$ cat src/rtl/store_trace_fifo.sv
// Circular trace FIFO of committed data-memory stores (PC, address, data, byte mask), popped by VIO.
// Optional macro STORE_TRACE_TIMESTAMP_EN adds a 16-bit cycle timestamp per entry (head_ts).
module store_trace_fifo #(
    parameter int unsigned DEPTH  = 16,
    parameter int unsigned ADDR_W = 4
) (
    input  logic              clk,
    input  logic              reset,
    input  logic [3:0]        we,
    input  logic [31:0]       PC,
    input  logic [31:0]       daddr,
    input  logic [31:0]       dwdata,
    input  logic              pop_req,
    input  logic              clear,
    output logic [31:0]       head_pc,
    output logic [31:0]       head_addr,
    output logic [31:0]       head_data,
    output logic [3:0]        head_we,
`ifdef STORE_TRACE_TIMESTAMP_EN
    output logic [15:0]       head_ts,
`endif
    output logic [ADDR_W:0]   count,
    output logic              empty,
    output logic              full,
    output logic              overflow
);

`ifdef STORE_TRACE_TIMESTAMP_EN
    localparam int unsigned EntryW = 116;
`else
    localparam int unsigned EntryW = 100;
`endif
    localparam logic [ADDR_W:0] DepthCnt = (ADDR_W + 1)'(DEPTH);

    logic [EntryW-1:0] mem_q [DEPTH];
    logic [EntryW-1:0] entry_in;
    logic [EntryW-1:0] rd_entry;

    logic [ADDR_W-1:0] wr_ptr_q, wr_ptr_d;
    logic [ADDR_W-1:0] rd_ptr_q, rd_ptr_d;
    logic [ADDR_W:0]   count_q, count_d;
    logic              overflow_q, overflow_d;
    logic              s1_q, s2_q, s3_q;
    logic              pop_pulse, pop_ok, push, push_ok, mem_we;

`ifdef STORE_TRACE_TIMESTAMP_EN
    logic [15:0] ts_cnt_q, ts_cnt_d;

    assign ts_cnt_d = ts_cnt_q + 16'd1;
    assign entry_in = {ts_cnt_q, PC, daddr, dwdata, we};

    // Free-running; deliberately untouched by clear.
    always_ff @(posedge clk or posedge reset) begin
        if (reset) ts_cnt_q <= '0;
        else       ts_cnt_q <= ts_cnt_d;
    end
`else
    assign entry_in = {PC, daddr, dwdata, we};
`endif

    assign empty     = (count_q == '0);
    assign full      = (count_q == DepthCnt);
    assign pop_pulse = s2_q & ~s3_q;
    assign pop_ok    = pop_pulse && !empty;
    assign push      = (we != 4'b0);
    // A pop on the same edge frees the slot being written when full.
    assign push_ok   = push && (!full || pop_ok);

    always_comb begin
        wr_ptr_d   = wr_ptr_q;
        rd_ptr_d   = rd_ptr_q;
        count_d    = count_q;
        overflow_d = overflow_q;
        mem_we     = 1'b0;
        if (clear) begin
            wr_ptr_d   = '0;
            rd_ptr_d   = '0;
            count_d    = '0;
            overflow_d = 1'b0;
        end else begin
            mem_we = push_ok;
            if (push_ok) wr_ptr_d = wr_ptr_q + 1'b1;
            if (pop_ok)  rd_ptr_d = rd_ptr_q + 1'b1;
            if (push_ok && !pop_ok)      count_d = count_q + 1'b1;
            else if (!push_ok && pop_ok) count_d = count_q - 1'b1;
            if (push && !push_ok) overflow_d = 1'b1;
        end
    end

    always_ff @(posedge clk or posedge reset) begin
        if (reset) begin
            wr_ptr_q   <= '0;
            rd_ptr_q   <= '0;
            count_q    <= '0;
            overflow_q <= 1'b0;
            s1_q       <= 1'b0;
            s2_q       <= 1'b0;
            s3_q       <= 1'b0;
        end else begin
            wr_ptr_q   <= wr_ptr_d;
            rd_ptr_q   <= rd_ptr_d;
            count_q    <= count_d;
            overflow_q <= overflow_d;
            s1_q       <= pop_req;
            s2_q       <= s1_q;
            s3_q       <= s2_q;
        end
    end

    // Storage is intentionally not reset.
    always_ff @(posedge clk) begin
        if (mem_we) mem_q[wr_ptr_q] <= entry_in;
    end

    assign rd_entry  = mem_q[rd_ptr_q];
    assign head_we   = empty ? 4'b0  : rd_entry[3:0];
    assign head_data = empty ? 32'b0 : rd_entry[35:4];
    assign head_addr = empty ? 32'b0 : rd_entry[67:36];
    assign head_pc   = empty ? 32'b0 : rd_entry[99:68];
`ifdef STORE_TRACE_TIMESTAMP_EN
    assign head_ts   = empty ? 16'b0 : rd_entry[115:100];
`endif

    assign count    = count_q;
    assign overflow = overflow_q;

endmodule

$ cat config.mk
export PLATFORM = sky130hd
export DESIGN_NAME = store_trace_fifo
export DESIGN_NICKNAME = d
export VERILOG_FILES = /design/src/rtl/store_trace_fifo.sv
export SDC_FILE = /design/constraint.sdc
export NUM_CORES = 1
export LEC_CHECK = 0
export CORE_ASPECT_RATIO = 1.5
export CORE_UTILIZATION = 44
export CTS_CLUSTER_DIAMETER = 40
export DETAILED_ROUTE_END_ITERATION = 8
export PLACE_DENSITY = 0.66
export SLEW_MARGIN = 25
export SYNTH_ARGS = -nofsm -noshare
export SYNTH_HDL_FRONTEND = slang
export SYNTH_SLANG_ARGS = --single-unit
$ cat constraint.sdc
create_clock -name clk -period 5.8 [get_ports clk]
set_clock_uncertainty 0.05 [all_clocks]
set_input_delay 0.87 -clock clk [delete_from_list [all_inputs] [get_ports clk]]
set_output_delay 0.87 -clock clk [all_outputs]
set_load 0.02 [all_outputs]
# Word level (Yosys, flattened, before mapping)
# Memory sizes are Yosys's and may differ from the RTL's.
# Index checks and enable logic that the tools add are counted.
dict set report word_totals {
  ramBits 1600
  wordCells 47
  in_bits 104
  memories 1
  output_inout_bits 108
  regBits 17
}
# memory words word_bits read_ports rd_clocked_by_memory_dff write_ports line
set memory_table {}
lappend memory_table {mem_q 16 100 1 0 1 35} ;# logic [EntryW-1:0] mem_q [DEPTH];
dict set report op_classes {
  n_addsub 4
  n_reduce_logical 16
  n_eq_ne 1
  mux 16
  n_bitwise 2
}
# op n
set ops {}
lappend ops {{$mux W32} 3}
lappend ops {{$mux W4} 5}
lappend ops {{$mux W5} 3}
lappend ops {{$add A4 B1 Y4 const B} 2}
lappend ops {{$reduce_bool A2 Y1} 3}
lappend ops {{$add A5 B1 Y5 const B} 1}
lappend ops {{$eq A5 B5 Y1 const B} 1}
lappend ops {{$logic_and A1 B1 Y1} 5}
lappend ops {{$logic_not A5 Y1} 1}
lappend ops {{$mux W1} 5}
lappend ops {{$sub A5 B1 Y5 const B} 1}
lappend ops {{$logic_not A1 Y1} 4}
lappend ops {{$reduce_bool A4 Y1} 1}
lappend ops {{$reduce_bool A3 Y1} 1}
lappend ops {{$and A1 B1 Y1} 1}
lappend ops {{$logic_or A1 B1 Y1} 1}
lappend ops {{$not A1 Y1} 1}

# Depth between registers and ports, before layout
dict set report logic_depth {
  word_depth 10
  depth_mapped 9
  depth_no_buf 8
}

# Worst setup path before layout
# OpenSTA, ideal clock, no wires.
dict set report synth_path {
  path_type {input port to flip-flop}
  start {input clear}
  end {memory mem_q[11][0] (enable)}
  path_slack_ns -0.668
  required_time_ns 5.180
  setup_time_ns 0.570
  path_stages 4
  t_arrival_ns 5.848
  path_buffers 1
  cell_sequence {clkbuf_1 > nor2b_1 > nor2b_1 > nor2b_1}
}
dict set report synth_via {
  elab_chain_cells 3
}
# item line
set synth_rtl {}
lappend synth_rtl {{from (decl)} 14} ;# input logic clear,
lappend synth_rtl {{$mux W1} 75} ;# if (clear) begin
lappend synth_rtl {{$mux W1} 112} ;# if (mem_we) mem_q[wr_ptr_q] <= entry_in;
lappend synth_rtl {{$mux W1 (not written as such)} 112}
lappend synth_rtl {{to (decl)} 35}
# No other way between the ends.

# Worst setup path after layout
dict set report layout_path {
  start {register rd_ptr_q[1]}
  end {output head_data[16]}
}
dict set report layout_via {
  elab_chain_cells 2
}
# item line
set layout_rtl {}
lappend layout_rtl {{from (decl)} 40} ;# logic [ADDR_W-1:0] rd_ptr_q, rd_ptr_d;
lappend layout_rtl {{from (signal assigned)} 101} ;# rd_ptr_q <= rd_ptr_d;
lappend layout_rtl {{$mem_v2 Z16 W100} -}
lappend layout_rtl {{$mux W32} 117} ;# assign head_data = empty ? 32'b0 : rd_entry[35:4];
lappend layout_rtl {{to (decl)} 17} ;# output logic [31:0] head_data,
# No other way between the ends.

==> flow_metrics.env <==
export IMPL_die_height_um=464.0
export IMPL_crit_type="register to output port"
export IMPL_finalHoldViolCount=0
export IMPL_cts_htree_levels=4
export IMPL_ys_ff_latch=1617
export IMPL_vias=29880
export IMPL_drive_gt1_share_pct=27.73
export IMPL_route_detailed_wl_per_inst_um=29.09
export IMPL_ir_worst_vdd_uv=285.6
export IMPL_ios=212
export IMPL_insertion_delay_ps=790
export IMPL_fillers=10890
export IMPL_final_max_slew_violation_count=0
export IMPL_ant_nets=0
export IMPL_gr_total_overflow=0
export IMPL_rsz0062_at_grt="no"
export IMPL_required_ps=4880
export IMPL_yosysTopAreaCellShare_pct=76.74
export IMPL_finalSetupViolCount=0
export IMPL_grt_pass1_vias=31970
export IMPL_initial_utilization_pct=44.32
export IMPL_fin_nets=3184
export IMPL_grt_pass1_wl_mm=216.0
export IMPL_hold_path_class="register to register"
export IMPL_leakage_nw=22.03
export IMPL_clkSinkCount=1617
export IMPL_synth_cell_area_um2=62610
export IMPL_crit_start="rd_ptr_q[1]"
export IMPL_fin_crit_sh_pct=90.35
export IMPL_clkTransAtPathRegs_ps=60
export IMPL_regToRegSetupSlack_ps=2720
export IMPL_grt_antenna_before_repair=27
export IMPL_global_route_peak_usage_layer="met2"
export IMPL_cts_root_buf="clkbuf_16"
export IMPL_crit_buf_inv=2
export IMPL_fin_crit_ps=5240
export IMPL_gr_usage_met2_pct=34.01
export IMPL_status="completed"
export IMPL_die_x_um=310.0
export IMPL_crit_chain="buf_4 > mux4_2 > mux2i_1 > o22ai_1 > clkdlybuf4s50_1"
export IMPL_critPathTopFamily="buffers and inverters"
export IMPL_area_delta_synth_final_pct=17.07
export IMPL_yosys_warnings=0
export IMPL_viasPerCell=5.872
export IMPL_place_port_buffers=211
export IMPL_yosysUniqueCellTypes=46
export IMPL_dr_pass1_iters=5
export IMPL_gp_congestion=0.7525
export IMPL_grt_usage_pct=20.88
export IMPL_ctsResizeCount=0
export IMPL_critPathLaunchType="register"
export IMPL_finalPower_mw=28.63
export IMPL_avgSynthCellArea_um2=22.69
export IMPL_fmax_ghz=0.1908
export IMPL_crit_slowest_cell="dfrtp_4"
export IMPL_numCtsBuffers=157
export IMPL_synth_area_leaders="edfxtp_1 77%, mux4_2 12%, mux2_2 3.0%"
export IMPL_syn_nets=2873
export IMPL_core_um2=141300
export IMPL_drt_iter0_drc=2486
export IMPL_place_hpwl_mm=80.26
export IMPL_r2r_start="count[0]"
export IMPL_yosysTopAreaCell="edfxtp_1"
export IMPL_dieArea_um2=143800
export IMPL_maxCapViolCount=0
export IMPL_clock_path_buffers=3
export IMPL_cts_tree="built"
export IMPL_critPathMaxFanout=64
export IMPL_postCtsSetupBuffers=0
export IMPL_grt_util_met1_pct=27.55
export IMPL_reg2reg_depth=8
export IMPL_end_kind="output port"
export IMPL_powerDensity_nw_per_um2=390.6
export IMPL_synth_cells=2759
export IMPL_grt_max_degree=144
export IMPL_drc_errors=0
export IMPL_critical_path_max_stage_delay_ps=840
export IMPL_r2r_end="count[4]"
export IMPL_rows=169
export IMPL_routed_wl_mm=148.0
export IMPL_yosysSeqAreaShare_pct=77.42
export IMPL_critical_path_arrival_ps=4320
export IMPL_worstMarginPinSlew_ps=1127
export IMPL_endpoint="head_data[16]"
export IMPL_fin_util_pct=51.89
export IMPL_max_slew_margin_pct=24.85
export IMPL_worst_path_stages=5
export IMPL_holdBufCountCts=0
export IMPL_grt_use_met3_pct=4.878
## synthesized netlist by cell type (all sizes together)
cell and instances:
edfxtp 1600, mux4 343, mux2 174, mux2i 146, buf 103, o22ai 99
clkbuf 59, a211oi 58, o221ai 56, nor2 24, dfrtp 17, nand2 13
ha 9, inv 7, a21oi 6, nand3 5, nor2b 5, and3 3
nand2b 3, o21ai 3, xnor2 3, xor2 3, a31oi 2, nor4 2
o211ai 2, or3 2, or4 2, a21o 1, a221oi 1, a311o 1
a41oi 1, fa 1, nand4 1, nand4b 1, nor3 1, o2111ai 1
o311ai 1
## through the flow
| step | worst slack, ps | instance area (µm²) | setup TNS [ps] | hold slack (ps) | std cells |
|---|---|---|---|---|---|
| 2_1_floorplan | -450.9 | 62630 | -180370 | 281.2 | 2759 |
| 6_report | 559.7 | 73290 | 0 | 299.6 | 5088 |
| 3_3_place_gp | 1382 | 67930 | 0 | 299.1 | 4792 |
| 3_5_place_dp | 1360 | 67930 | 0 | 292.8 | 4792 |
| 5_1_grt | 401.5 | 73290 | 0 | 329.4 | 5086 |
| 4_1_cts | 485.4 | 73280 | 0 | 302.5 | 5083 |
## worst min path at each step
stage,depth (start not counted),slack (ps),start,to
final,0,300,s1_q,s2_q
after global routing,0,330,s1_q,s2_q
after CTS,0,300,s1_q,s2_q
after detailed placement,0,290,s1_q,s2_q
after global placement,0,300,s1_q,s2_q
after floorplan,0,280,s1_q,s2_q
## worst register-to-register path, stage by stage (launching register included)
cell and delay, ps:
dfrtp_1 490, or4_1 740, a21oi_4 250, nand2_1 190, ha_1 370, a21oi_1 290
a211oi_1 130, a311o_1 360, a31oi_1 130
## cells by family (layout without fill, tap and decap cells)
group	count (synthesis)	count (layout)	synth area share, %
buffers and inverters	169	612	1.217
adder cells (fa/ha/maj)	10	10	0.2118
other	0	5	0
multiplexers	663	663	17.80
flip-flops	1617	1617	77.42
AO/OA/AOI/OAI	232	232	2.752
XOR/XNOR	6	6	0.08395
AND/OR/NAND/NOR	62	62	0.5096
## cell usage in the layout, fill, tap and decap left out, drive strengths merged, types with 6 or more instances in the layout
cell           count
a211oi            58
a21oi              6
buf              103
bufinv            18
clkbuf           180
clkdlybuf4s50    211
clkinv            65
clkinvlp          13
dfrtp             17
edfxtp          1600
ha                 9
inv               22
mux2             174
mux2i            146
mux4             343
nand2             13
nor2              24
o221ai            56
o22ai             99
## per-layer routing
metal	vias up	routed length (µm)
met3	285	10110
li1	12470	-
met5	-	247
met1	16080	60150
met2	1009	73220
met4	36	4294
## sequential cells by signal, indices dropped and copies added, names as in the netlist
register	count
count	5
mem_q	1600
overflow	1
rd_ptr_q	4
s1_q	1
s2_q	1
s3_q	1
wr_ptr_q	4
## area by class of cell
type                       count  area (µm²)  area share (%)
antenna                        5       12.51         0.01707
clock inverter               111        1311           1.789
clock buffer                 180        4036           5.507
tap                         1881        2354           3.211
inverter                       7       26.28         0.03585
sequential                  1617       48480           66.15
timing repair buffer         314        3548           4.842
multi-input combinational    973       13520           18.44
## power breakdown
part / switching, mW / internal [mW]
logic: 2.66 / 2.19
registers: 0.158 / 13.2
clock network: 4.51 / 5.91
(Power assumes the default switching activity.)
